**src/rtl/i2s_tx.sv**
```systemverilog
// I2S transmitter: one mono PCM sample per 64-SCLK frame, duplicated into both slots,
// MSB first one SCLK after each LRCLK edge; repeats the last sample on starvation.
module i2s_tx #(
  parameter int CLK_DIV  = 4,
  parameter int SAMPLE_W = 24
) (
  input  logic                clk_i,
  input  logic                reset_i,
  input  logic [SAMPLE_W-1:0] sample_i,
  input  logic                valid_i,
  output logic                ready_o,
  output logic                sclk_o,
  output logic                lrclk_o,
  output logic                sdout_o,
  output logic                underrun_o
);

  localparam int                  DIV_W    = (CLK_DIV > 2) ? $clog2(CLK_DIV) : 1;
  localparam logic [DIV_W-1:0]    DIV_LAST = DIV_W'(CLK_DIV - 1);
  localparam logic [5:0]          SW6      = 6'(SAMPLE_W);

  logic [DIV_W-1:0]    r_div;
  logic                r_sclk;
  logic                r_lrclk;
  logic                r_sdout;
  logic                r_underrun;
  logic                r_hold_full;
  logic [5:0]          r_bit_cnt;
  logic [SAMPLE_W-1:0] r_hold;
  logic [SAMPLE_W-1:0] r_active;

  logic                w_tc;
  logic                w_fall;
  logic                w_frame_start;
  logic                w_xfer;
  logic [5:0]          w_bit_next;
  logic [4:0]          w_p;
  logic [SAMPLE_W-1:0] w_shifted;
  logic                w_sd_bit;

  assign w_tc          = (r_div == DIV_LAST);
  assign w_fall        = w_tc && r_sclk;
  assign w_bit_next    = r_bit_cnt + 6'd1;
  assign w_frame_start = w_fall && (w_bit_next == 6'd0);
  assign w_xfer        = valid_i && !r_hold_full;
  assign w_p           = w_bit_next[4:0];

  // Slot position p selects active[SAMPLE_W-p], i.e. the MSB of active shifted left by p-1.
  assign w_shifted = r_active << (w_p - 5'd1);

  always_comb begin
    // NOTE: default first so every path assigns w_sd_bit and no latch is inferred.
    w_sd_bit = 1'b0;
    if ((w_p != 5'd0) && ({1'b0, w_p} <= SW6)) begin
      w_sd_bit = w_shifted[SAMPLE_W-1];
    end
  end

  always_ff @(posedge clk_i) begin
    if (reset_i) begin
      r_div       <= '0;
      r_sclk      <= 1'b0;
      r_lrclk     <= 1'b1;
      r_sdout     <= 1'b0;
      r_underrun  <= 1'b0;
      r_hold_full <= 1'b0;
      r_bit_cnt   <= 6'd63;
      r_active    <= '0;
    end else begin
      r_div      <= w_tc ? '0 : r_div + DIV_W'(1);
      r_underrun <= 1'b0;
      if (w_tc) begin
        r_sclk <= ~r_sclk;
      end
      if (w_fall) begin
        r_bit_cnt <= w_bit_next;
        r_lrclk   <= w_bit_next[5];
        r_sdout   <= w_sd_bit;
        if (w_frame_start && !r_hold_full) begin
          r_underrun <= 1'b1;
        end
      end
      // ready is low while full, so a load at frame start and a transfer never coincide.
      if (w_frame_start && r_hold_full) begin
        r_active    <= r_hold;
        r_hold_full <= 1'b0;
      end else if (w_xfer) begin
        r_hold_full <= 1'b1;
      end
    end
  end

  // NOTE: the holding data needs no reset; r_hold_full alone decides whether it is ever used.
  always_ff @(posedge clk_i) begin
    if (w_xfer) begin
      r_hold <= sample_i;
    end
  end

  assign ready_o    = ~r_hold_full;
  assign sclk_o     = r_sclk;
  assign lrclk_o    = r_lrclk;
  assign sdout_o    = r_sdout;
  assign underrun_o = r_underrun;

endmodule

```
**config.mk**
```make
export PLATFORM = sky130hd
export DESIGN_NAME = i2s_tx
export DESIGN_NICKNAME = d
export VERILOG_FILES = /design/src/rtl/i2s_tx.sv
export SDC_FILE = /design/constraint.sdc
export NUM_CORES = 1
export LEC_CHECK = 0
export CORE_ASPECT_RATIO = 0.8
export CORE_MARGIN = 10
export CORE_UTILIZATION = 35
export DETAILED_ROUTE_END_ITERATION = 8
export GPL_ROUTABILITY_DRIVEN = 0
export PLACE_DENSITY = 0.6
export SLEW_MARGIN = 5
export SYNTH_ARGS = -nofsm -noshare
export SYNTH_HDL_FRONTEND = slang
export SYNTH_SLANG_ARGS = --single-unit
export TNS_END_PERCENT = 10
```
**constraint.sdc**
```tcl
create_clock -name clk_i -period 2.11 [get_ports clk_i]
set_clock_uncertainty 0.05 [all_clocks]
set_input_delay 0.422 -clock clk_i [delete_from_list [all_inputs] [get_ports clk_i]]
set_output_delay 0.422 -clock clk_i [all_outputs]
set_load 0.05 [all_outputs]
```
After elaboration in Yosys (flattened, before gate mapping)
Index checks and enable logic that the tools add are counted.
{ "word_totals": {"output_inout_bits": 5, "reg_bits": 61, "input_bits": 27} }
{ "classes": {"magnitude_cmp": 1, "n_reduce_logical": 12, "n_eq_ne": 1, "mux": 2, "bitwise": 3, "add_sub_neg": 3, "shifts": 1} }
{ "op_table": {"columns": ["cell", "n"], "rows": [
  ["<< shifter 24 x 5 -> 24 bit", 1],
  ["adder 6 x 1 -> 6 bit, second input constant", 1],
  ["logical AND 1 bit", 6],
  ["logical NOT 6 bit", 1],
  ["OR reduction 2 bit", 3],
  ["less-or-equal comparator 5 bit, second input constant", 1],
  ["nonzero test 5 bit", 1],
  ["subtractor 5 x 1 -> 5 bit, second input constant", 1],
  ["inverter 1 bit", 3],
  ["adder 2 x 1 -> 2 bit, second input constant", 1],
  ["equality test 2 bit, second input constant", 1],
  ["two-way mux 1 bit", 2],
  ["logical NOT 1 bit", 1]
]} }

Logic depth before layout (Yosys ltp)
{ "logic_depth": {"depth_word": 5, "ltp_mapped": 9, "depth_no_buf": 7} }

Least setup slack after synthesis
OpenSTA, ideal clock, no wires.
{ "synth_timing": {"kind": "register to register", "startpoint": "reg r_bit_cnt[1]", "endpoint": "reg r_active[10]", "path_slack_ns": -0.039, "stages_incl_launch_ff": 10, "t_arrival_ns": 1.971, "setup_time_ns": 0.128, "required_ns": 1.932, "synth_period_minus_slack_ns": 2.149, "n_path_buf": 2, "path_cell_list": "dfxtp_1 > ha_1 > buf_2 > or3_4 > o21ai_2 > nand3_2 > nor3_4 > buf_8 > mux2i_1 > nor2_1"} }
{ "synth_via": {"elab_chain_cells": 4} }
{ "synth_rtl": {"columns": ["element", "line_no", "text"], "rows": [
  ["from (decl)", "28", "logic [5:0] r_bit_cnt;"],
  ["from (signal assigned)", "76", "r_bit_cnt <= w_bit_next;"],
  ["adder 6 x 1 -> 6 bit", "43", "assign w_bit_next = r_bit_cnt + 6'd1;"],
  ["logical NOT 6 bit", "44", "assign w_frame_start = w_fall && (w_bit_next == 6'd0);"],
  ["logical AND 1 bit", "44", null],
  ["logical AND 1 bit", "84", "if (w_frame_start && r_hold_full) begin"],
  ["to (signal assigned)", "85", "r_active <= r_hold;"],
  ["to (decl)", "30", "logic [SAMPLE_W-1:0] r_active;"]
]} }
Every way passes these cells.
A chain may end at the register's enable or synchronous reset.

Final worst setup path
{ "layout_timing": {"startpoint": "reg r_bit_cnt[0]", "endpoint": "reg r_sdout, in the netlist sdout_o"} }
{ "layout_via": {"elab_chain_cells": 4, "word_cells_on_any_way": 7} }
{ "layout_rtl": {"columns": ["element", "line_no", "text"], "rows": [
  ["adder 6 x 1 -> 6 bit (*)", "43", null],
  ["subtractor 5 x 1 -> 5 bit (tied with other cells)", "49", "assign w_shifted = r_active << (w_p - 5'd1);"],
  ["<< shifter 24 x 5 -> 24 bit or logical AND 1 bit (tied branches)", "49, 54", null],
  ["two-way mux 1 bit (*)", "54", "if ((w_p != 5'd0) && ({1'b0, w_p} <= SW6)) begin"],
  ["to (signal assigned)", "78", "r_sdout <= w_sd_bit;"],
  ["to (decl)", "25", "logic r_sdout;"]
]} }
Every way passes the cells marked *; elsewhere a longest branch is shown, timed or not.

==> out/qor.txt <==
hold buffers post-CTS = 0
Final ANT Viol Nets = 0
Syn Area/Cell = 12.5 µm²
EDFF count, synth = 24
H-tree Lvls = 3
share of cells above drive strength 1 = 0.223
mapped cell area = 2550 µm²
Critical Path Sink Type = flop
Fill cells = 626
status = finished, final reports clean
synth top area cells = dfxtp_1 (28%), edfxtp_1 (28%), mux2i_1 (11%)
Rel. slew slack = 0.664
Worst Hold Class = reg -> reg
switching share of power = 0.229
Ports = 32
die height = 96.4 µm
root buffer cell = clkbuf_8
Fmax = 487 MHz
slowest CP cell = dfxtp_4
combinational power share = 0.068
Max Slew Vio Count = 0
Req. time, crit path = 2.28 ns
TritonCTS Buffers = 9
Nets = 285
register share of total power = 0.558
Die W = 116 µm
Syn-to-layout area delta = 31.5%
most frequent cell after synthesis = dfxtp_1
global-route wire length before repair = 8.29 mm
clock latency on the worst-skew pair = 0.33 ns
Top cell by count, worst path = buf_6
via count = 1686
DRC = 0
HPWL Detailed = 3.39 mm
FF/Latch Area = 1450 µm²
Top delay family on crit path = multiplexers
Worst Path Buf+Inv = 2
Top FF cell, synth = dfxtp_1
final hold viol count = 0
initial antenna violation count = 0
Post-synth ARST share = 0
Final setup violation count = 0
Overall Global Routing Usage = 0.0970
setup_tns = 0 ns
Fin Hold WS = 0.377 ns
n_diodes = 0
standby leakage power = 1.20 nW
multi-input combinational cell area = 1040 µm²
synth cell count leaders = dfxtp_1 (36), mux2i_1 (27), nor2_1 (27), edfxtp_1 (24), nand2_1 (13)
Starting Density = 0.365
Core Rows = 27
clock share of power = 0.374
die area = 11100 µm²
vias in the first global route = 1710
max-cap violations = 0
DR vias/cell = 4.86
largest net degree at the start of global routing = 29
sw power = 0.516 mW
DR pass1 iterations = 4
Mapped Cells = 204
Iteration-0 DRC Markers = 39
Int Pwr = 1.74 mW
core area = 6990 µm²
slowest cell delay on critical path = 0.37 ns
post-synth top area share = 0.282
clk slew on worst S/H paths = 0.07 ns
Seq cells post-synth = 60
port bufs = 31
worst-path maximum fanout = 6
total grt overflow = 0
clock sinks = 60
CTS Buffer Depth = 2
sequential share of the synthesized area = 0.564
Slew @ Worst Pin = 0.502 ns
CTS tree = done
VDD IR-drop max = 0.000309 V
P per Cell Area = 672 nW/µm²
library cells used by synthesis = 41
YS warnings = 0
Crit Path Class = reg -> reg
final worst path period share = 0.973
DR WL/cell = 15.1 µm
worst path arrival time = 2.22 ns
largest area contributor in the netlist = dfxtp_1
Startpoint Class = flop
final core occ = 0.481
Net Count, Synth = 234
drt total wl = 5.25 mm
worst path cell trace = buf_6, ha_4, buf_6, nand4bb_4, a211o_1, nand4_1, mux2i_1, mux2_4, o21ai_2
final worst path period need = 2.05 ns
## worst register-to-register path, cell delays in order, from the launching register on
cell and delay [ns]:
dfxtp_4 0.37, buf_6 0.11, ha_4 0.14, buf_6 0.13
nand4bb_4 0.12, a211o_1 0.33, nand4_1 0.21, mux2i_1 0.25
mux2_4 0.18, o21ai_2 0.04
## per-layer routing
metal / vias up / global-route usage / part of all wire
met5: - / 0 / 0
met4: 0 / 0.0316 / 0.012
met3: 7 / 0.0518 / 0.072
met2: 49 / 0.143 / 0.45
met1: 788 / 0.120 / 0.47
li1: 842 / - / -
## cell type report
cell class	instances	area share
clock buffer	10	0.0380
inverter	4	0.00856
sequential	60	0.432
tap	87	0.0324
multi-input combinational	126	0.311
timing repair buffer	54	0.169
clock inverter	6	0.00931
## power by group through the flow
stage,clock (mW),sequential (mW),combinational [mW]
after floorplan,0,1.29,0.0660
after global placement,0,1.29,0.147
after detailed placement,0,1.29,0.149
after CTS,0.879,1.26,0.151
after global routing,0.941,1.26,0.166
final,0.846,1.26,0.153
## placed cells by master, fill, tap and decap left out, types with 3 or more instances in the layout
| master | synthesis | routed |
|---|---|---|
| buf_12 | 0 | 3 |
| buf_4 | 0 | 15 |
| buf_6 | 3 | 4 |
| clkbuf_8 | 0 | 9 |
| clkdlybuf4s50_1 | 0 | 30 |
| clkinv_1 | 0 | 4 |
| dfxtp_1 | 36 | 32 |
| edfxtp_1 | 24 | 24 |
| inv_1 | 3 | 3 |
| mux2i_1 | 27 | 27 |
| mux4_2 | 6 | 6 |
| nand2_1 | 13 | 13 |
| nand3_1 | 3 | 3 |
| nand4_1 | 4 | 4 |
| nor2_1 | 27 | 27 |
| nor3_1 | 4 | 3 |
| xnor2_1 | 5 | 5 |
| xor2_1 | 5 | 5 |
## cells by family (layout without fill, tap and decap cells)
| group | count (synthesis) | count (layout) | synth area share |
|---|---|---|---|
| AOI/OAI and AO/OA | 14 | 14 | 0.0460 |
| xor gates and xnor gates | 10 | 10 | 0.0343 |
| adders and majority gates | 3 | 3 | 0.0147 |
| buffers and inverters | 18 | 74 | 0.0509 |
| DFF | 60 | 60 | 0.564 |
| muxes | 34 | 34 | 0.163 |
| and+or+nand+nor | 65 | 65 | 0.127 |
## sequential cells by signal, summed over array words and instances (netlist names)
signal / count
r_div: 2
sdout_o: 1
sclk_o: 1
r_hold: 24
underrun_o: 1
r_hold_full: 1
r_active: 24
lrclk_o: 1
r_bit_cnt: 5
## per-stage QoR
step                cells  cell area, µm²  total power [mW]  setup WS (ns)
floorplan             204            2580              1.35        -0.0330
detailed placement    323            3030              1.44       -0.00633
global route          347            3360              2.37        -0.0536
CTS                   339            3200              2.29        0.00558
global placement      323            3030              1.43         0.0455
finish                347            3360              2.26         0.0568
## final timing paths
path | from | endpoint | slack, ns | cells after the start
worst min register to register | r_div[0] | r_div[0] | 0.38 | 1
worst min-delay path | r_div[0] | r_div[0] | 0.38 | 1
worst max-delay path | r_bit_cnt[0] | sdout_o | 0.06 | 9
worst max register to register | r_bit_cnt[0] | sdout_o | 0.06 | 9
## repair_timing
item	4_1_cts	5_1_grt
pin swaps	0	9
endpoints found under the setup margin	1	25
buffers inserted	0	5
gates resized for setup	1	12
cloned	0	3
No activity file was read; power rests on OpenSTA's default activity.
